<file path="config.mk">
export PLATFORM = sky130hd
export DESIGN_NAME = aes_word_loader
export DESIGN_NICKNAME = d
export VERILOG_FILES = /design/src/rtl/aes_word_loader_pkg.sv /design/src/rtl/aes_word_loader_word_shift_reg.sv /design/src/rtl/aes_word_loader.sv
export SDC_FILE = /design/constraint.sdc
export NUM_CORES = 1
export LEC_CHECK = 0
export CAP_MARGIN = 20
export CORE_UTILIZATION = 45
export CTS_BUF_LIST = sky130_fd_sc_hd__clkbuf_8
export CTS_CLUSTER_DIAMETER = 40
export CTS_CLUSTER_SIZE = 28
export DETAILED_ROUTE_END_ITERATION = 10
export MAX_ROUTING_LAYER = met4
export PLACE_DENSITY = 0.78
export SLEW_MARGIN = 20
export SYNTH_ARGS = -nofsm -noshare
export SYNTH_HDL_FRONTEND = slang
export SYNTH_SLANG_ARGS = --single-unit
</file>
<file path="constraint.sdc">
create_clock -name clock -period 2.2 [get_ports clock]
set_input_delay 0.33 -clock clock [delete_from_list [all_inputs] [get_ports clock]]
set_output_delay 0.33 -clock clock [all_outputs]
set_load 0.05 [all_outputs]
</file>
<file path="src/rtl/aes_word_loader_pkg.sv">
// Shared widths and the loader state encoding for the AES word loader.
package aes_word_loader_pkg;
  localparam int BLOCK_W         = 128;
  localparam int WORD_W          = 32;
  localparam int WORDS_PER_BLOCK = 4;
  localparam int CNT_W           = 2;

  typedef enum logic [1:0] {
    LOAD_KEY,
    LOAD_DATA,
    WAIT_ENC,
    UNLOAD
  } state_e;
endpackage

</file>
<file path="src/rtl/aes_word_loader_word_shift_reg.sv">
// 128-bit MSW-first register: words shift in at the LSW end, the MSW leaves first.
module word_shift_reg
  import aes_word_loader_pkg::*;
(
  input  logic               clk_i,
  input  logic               rst_ni,
  input  logic               clr_i,
  input  logic               load_i,
  input  logic               shift_i,
  input  logic [WORD_W-1:0]  word_i,
  input  logic [BLOCK_W-1:0] data_i,
  output logic [BLOCK_W-1:0] q_o
);
  logic [BLOCK_W-1:0] q_q, q_d;

  always_comb begin
    q_d = q_q;
    if (clr_i)        q_d = '0;
    else if (load_i)  q_d = data_i;
    else if (shift_i) q_d = {q_q[BLOCK_W-WORD_W-1:0], word_i};
  end

  always_ff @(posedge clk_i or negedge rst_ni) begin
    if (!rst_ni) q_q <= '0;
    else         q_q <= q_d;
  end

  assign q_o = q_q;
endmodule

</file>
<file path="src/rtl/aes_word_loader.sv">
// Collects key/plaintext words for an AES core, waits for it, and streams the ciphertext back.
module aes_word_loader
  import aes_word_loader_pkg::*;
#(
  parameter int          KEY_RELOAD     = 1,
  parameter int unsigned TIMEOUT_CYCLES = 1024
) (
  input  logic               clock,
  input  logic               resetModule,
  input  logic [WORD_W-1:0]  wordIn,
  input  logic               wordValid,
  output logic               wordReady,
  output logic [BLOCK_W-1:0] inputData,
  output logic [BLOCK_W-1:0] key,
  output logic               inputsLoadedFlag,
  input  logic               dataEncryptedFlag,
  input  logic [BLOCK_W-1:0] outputData,
  output logic [WORD_W-1:0]  resultWord,
  output logic               resultValid,
  input  logic               resultReady,
  output logic               timeoutFlag
);
  localparam bit          TMO_EN   = (TIMEOUT_CYCLES != 0);
  localparam logic [31:0] TMO_LAST = 32'(TIMEOUT_CYCLES) - 32'd1;
  localparam logic [CNT_W-1:0] LAST_WORD = CNT_W'(WORDS_PER_BLOCK - 1);

  state_e             state_q, state_d;
  logic [CNT_W-1:0]   cnt_q, cnt_d;
  logic [31:0]        tmo_q, tmo_d;
  logic               tmo_pulse_q, tmo_pulse_d;
  logic               armed_q;
  logic               xfer, last_word;
  logic               key_shift, data_shift, data_clr, res_load, res_shift;
  logic [BLOCK_W-1:0] res_q;

  // Ready is held off until the first edge after reset release.
  assign wordReady = armed_q & ((state_q == LOAD_KEY) | (state_q == LOAD_DATA));
  assign xfer      = wordValid & wordReady;
  assign last_word = (cnt_q == LAST_WORD);

  always_comb begin
    state_d     = state_q;
    cnt_d       = cnt_q;
    tmo_d       = tmo_q;
    tmo_pulse_d = 1'b0;
    key_shift   = 1'b0;
    data_shift  = 1'b0;
    data_clr    = 1'b0;
    res_load    = 1'b0;
    res_shift   = 1'b0;
    case (state_q)
      LOAD_KEY: if (xfer) begin
        key_shift = 1'b1;
        cnt_d     = cnt_q + 1'b1;
        if (last_word) state_d = LOAD_DATA;
      end
      LOAD_DATA: if (xfer) begin
        data_shift = 1'b1;
        cnt_d      = cnt_q + 1'b1;
        if (last_word) begin
          state_d = WAIT_ENC;
          tmo_d   = '0;
        end
      end
      WAIT_ENC: begin
        if (dataEncryptedFlag) begin
          res_load = 1'b1;
          state_d  = UNLOAD;
        end else if (TMO_EN && (tmo_q == TMO_LAST)) begin
          // Abandon the block but keep the key.
          tmo_pulse_d = 1'b1;
          data_clr    = 1'b1;
          state_d     = LOAD_DATA;
        end else if (TMO_EN) begin
          tmo_d = tmo_q + 32'd1;
        end
      end
      UNLOAD: if (resultReady) begin
        res_shift = 1'b1;
        cnt_d     = cnt_q + 1'b1;
        if (last_word) state_d = (KEY_RELOAD != 0) ? LOAD_KEY : LOAD_DATA;
      end
      default: state_d = LOAD_KEY;
    endcase
  end

  always_ff @(posedge clock or negedge resetModule) begin
    if (!resetModule) begin
      state_q     <= LOAD_KEY;
      cnt_q       <= '0;
      tmo_q       <= '0;
      tmo_pulse_q <= 1'b0;
      armed_q     <= 1'b0;
    end else begin
      state_q     <= state_d;
      cnt_q       <= cnt_d;
      tmo_q       <= tmo_d;
      tmo_pulse_q <= tmo_pulse_d;
      armed_q     <= 1'b1;
    end
  end

  word_shift_reg u_key (
    .clk_i(clock), .rst_ni(resetModule), .clr_i(1'b0), .load_i(1'b0),
    .shift_i(key_shift), .word_i(wordIn), .data_i('0), .q_o(key)
  );

  word_shift_reg u_data (
    .clk_i(clock), .rst_ni(resetModule), .clr_i(data_clr), .load_i(1'b0),
    .shift_i(data_shift), .word_i(wordIn), .data_i('0), .q_o(inputData)
  );

  word_shift_reg u_res (
    .clk_i(clock), .rst_ni(resetModule), .clr_i(1'b0), .load_i(res_load),
    .shift_i(res_shift), .word_i('0), .data_i(outputData), .q_o(res_q)
  );

  assign inputsLoadedFlag = (state_q == WAIT_ENC);
  assign resultValid      = (state_q == UNLOAD);
  assign resultWord       = res_q[BLOCK_W-1 -: WORD_W];
  assign timeoutFlag      = tmo_pulse_q;
endmodule
</file>
==> results by group <==
GRT
  – Grt ovf: 0
  – Vias in the first global route: 15190
  – Tot GR Track Use: 29.06%
  – First-pass GRT wire length: 85480 um
  – Initial antenna violation count: 1
  – Largest net degree at the start of global routing: 90

Routing
  – Post-DR vias/cell: 5.482
  – WL/cell: 21.02 um
  – DRT antenna net count: 0
  – Number of DRC markers in iteration 0: 819
  – DRC violation count after routing: 0
  – Vias post-DR: 14870
  – Final WL: 57020 um
  – DR pass1 iterations: 6

Yosys
  – Post-synthesis async set-or-reset flop share: 100.0%
  – Synth top area cells: dfrtp_1, nand2_1, mux2_2
  – Primary FF master, synth: dfrtp_1
  – EDFF count, synth: 0
  – Synth top cells by count: nand2_1, dfrtp_1, a21oi_1, mux2_2, nor2_1
  – Synth warn: 0
  – Syn Area/Cell: 10.54 sq um
  – Register bit total from synthesis: 422
  – Synth top area share: 60.66%
  – Most common cell in the netlist: nand2_1
  – Post-Syn Nets: 1818
  – Largest area contributor in the netlist: dfrtp_1
  – Post-synth cell types: 54
  – Register area share after synthesis: 60.66%
  – Synth Instances: 1651
  – Post-Syn Area: 17410 sq um

Layout
  – Footprint of the multi-input gates: 6586 sq um
  – Fillers: 2925
  – Net count, final: 2320
  – Seq. cell area: 10560 sq um
  – Share of cells above drive strength 1: 21.59%
  – Area Overhead vs Synth: 44.49%
  – Post-Layout Cell Count: 2712

Critical path
  – Critical Path Start: tmo_q[16]
  – Worst reg-to-reg path cell count: 9
  – CP max-delay cell: or4_4
  – CP endpoint: u_data.q_o[95]
  – Worst setup EP type: flop
  – Slowest stage delay, CP: 530 ps
  – Critical Path Start Type: flop
  – Worst r2r src: tmo_q[16]
  – Crit Path Class: reg -> reg
  – Crit-path max FO: 7
  – Worst reg2reg endpoint: u_data.q_o[95]
  – WP data required: 2750 ps
  – Worst path cell trace: or4_4 > or4_4 > buf_6 > nor4_4 > buf_4 > buf_12 > buf_4 > buf_16 > a21oi_1
  – Flop2flop setup slack: -210 ps
  – Critical path arrival: 2960 ps

Die
  – Core area: 37840 sq um
  – Row cnt: 71
  – Starting Density: 46.00%
  – Die width: 198.7 um
  – Die area: 39480 sq um
  – # IOs: 457
  – Chip Height: 198.7 um

Timing
  – Max-slew violations: 0
  – Crit path time final: 2409 ps
  – Max frequency: 415.0 MHz
  – Hold Slack: 199.3 ps
  – Fin. Hold Viols: 0
  – Worst-margin pin slew: 758.9 ps
  – Endpoints failing setup: 155
  – Max-slew headroom: 49.40%
  – Unrepaired setup endpoints after global routing: yes
  – Final setup margin: -209.4 ps
  – Final Cycle Share: 109.5%
  – Setup Skew: 41.96 ps

Clock tree
  – Root buffer cell: clkbuf_8
  – TritonCTS clock tree: yes
  – H-tree depth reported by CTS: 2
  – CTS buffer count: 57
  – Clock-pin slew on the worst setup and hold paths: 80 ps
  – Worst-Skew Late Latency: 680 ps
  – Clk buf depth: 3
  – Clk sinks: 422

Place
  – Placer Congestion: 0.8875
  – Placed cell count: 2577
  – PortBufs: 456
  – Hpwl dp: 38510 um

Power and ir drop
  – Sw Ratio: 47.94%
  – Sw Pwr: 18.58 mW
  – Logic gate share of total power: 46.4%
  – Sequential power share: 34.6%
  – Power per Cell Area: 1541 nW/um^2
  – Static Leak: 12.16 nW
  – Peak supply drop: 1.132 mV
  – Clk pwr share: 19.0%
  – Internal power: 20.18 mW

Job
  – Max-cap violations: 0

Hold path
  – Worst min path class: in -> async

Run status
  – Violated checks: setup timing
  – Status: finished with violations
-- metrics by stage --
stage	setup WS, ps	area [sq um]	utilization [%]	TNS [ps]	total power [mW]
floorplan	-139.0	17470	-	-2114	25.22
global placement	-178.6	23060	60.94	-22100	31.90
detailed placement	-187.5	23060	60.94	-20720	32.30
CTS	-172.9	24740	65.37	-14750	38.59
global route	-277.4	25150	66.47	-32100	40.48
finish	-209.4	25150	66.47	-22450	38.76
-- sequential cells by signal, indices dropped and copies added, names as in the netlist --
signal       count
u_data.q_o     128
u_res.q_o      128
timeoutFlag      1
state_q          2
armed_q          1
tmo_q           32
u_key.q_o      128
cnt_q            2
-- critical path: cells and delay by family, from the launching register on --
family                 cells  cell delay, ps
buffers and inverters      5             720
AND/OR/NAND/NOR            3            1140
AO/OA/AOI/OAI              1              40
flip-flops                 1             380
-- per-layer routing --
metal | GRT usage [%] | part of all wire [%]
met5 | - | 0
met3 | 8.325 | 9.2
met4 | 11.62 | 3.9
met2 | 45.69 | 48
met1 | 35.31 | 39
-- power groups by stage --
stage | logic [mW] | clock network [mW] | registers (mW)
floorplan | 5.64 | 0 | 19.6
finish | 18.0 | 7.38 | 13.4
global route | 18.9 | 7.83 | 13.8
CTS | 17.7 | 7.49 | 13.4
global placement | 18.6 | 0 | 13.3
detailed placement | 18.8 | 0 | 13.5
-- cell families (layout without fill, tap and decap cells) --
family	Yosys count	after routing	share of synthesized area [%]
buffers and inverters	151	700	4.241
AND/OR/NAND/NOR	609	609	14.38
flip-flops	422	422	60.66
adder cells (fa/ha/maj)	2	2	0.1437
AO/OA/AOI/OAI	333	333	11.99
other	1	2	0.02154
XOR/XNOR	1	1	0.05032
multiplexers	132	132	8.517
-- area by class of cell --
class | count | share of cell area, %
clock buffers | 60 | 3.283
well taps | 511 | 2.542
flip-flops and latches | 422 | 41.99
inverters | 8 | 0.1194
multi-input cells | 1078 | 26.19
clock inverters | 46 | 2.447
diodes | 1 | 0.009949
repair buffers | 586 | 23.42
-- timing repair --
item	in CTS	in global routing
gates resized for setup	320	78
cloned	9	6
setup buffers	10	6
endpoints found under the setup margin	416	176
hold endpoints to repair	68	0
pin swaps	0	4
hold buffers	1	0
-- placed cells by master, fill, tap and decap left out, types with 6 or more instances in the layout --
| cell type | Yosys | layout |
|---|---|---|
| dlygate4sd2_1 | 0 | 255 |
| dlymetal6s2s_1 | 0 | 14 |
| or4_1 | 8 | 6 |
| or3_1 | 7 | 7 |
| buf_6 | 4 | 10 |
| a22oi_1 | 28 | 28 |
| o22ai_1 | 28 | 28 |
| o21ai_0 | 17 | 12 |
| nand2_1 | 423 | 421 |
| a21oi_1 | 143 | 74 |
| a22o_1 | 33 | 33 |
| nor2_1 | 105 | 100 |
| bufinv_16 | 0 | 10 |
| clkinv_2 | 0 | 8 |
| a31oi_1 | 52 | 51 |
| inv_1 | 8 | 8 |
| nand3_1 | 21 | 19 |
| nor4_1 | 10 | 8 |
| buf_4 | 33 | 83 |
| nand4_1 | 11 | 11 |
| a21oi_4 | 0 | 9 |
| buf_12 | 0 | 28 |
| mux2_2 | 129 | 129 |
| a21oi_2 | 0 | 60 |
| clkinv_4 | 0 | 6 |
| clkbuf_8 | 0 | 60 |
| buf_16 | 0 | 8 |
| clkinvlp_4 | 0 | 6 |
| inv_6 | 0 | 6 |
| a211oi_2 | 3 | 8 |
| clkdlybuf4s50_1 | 0 | 178 |
| dfrtp_1 | 422 | 421 |
-- worst min path at each step --
stage	endpoint	slack, ps	start	depth (start not counted)
after floorplan	armed_q	30	resetModule	0
after global placement	u_res.q_o[22]	300	resetModule	1
after detailed placement	u_res.q_o[22]	310	resetModule	1
after CTS	u_data.q_o[121]	190	resetModule	2
after global routing	u_data.q_o[3]	190	wordIn[3]	3
final	u_data.q_o[126]	200	resetModule	2
Note: power is estimated with default switching activity, not from simulation.
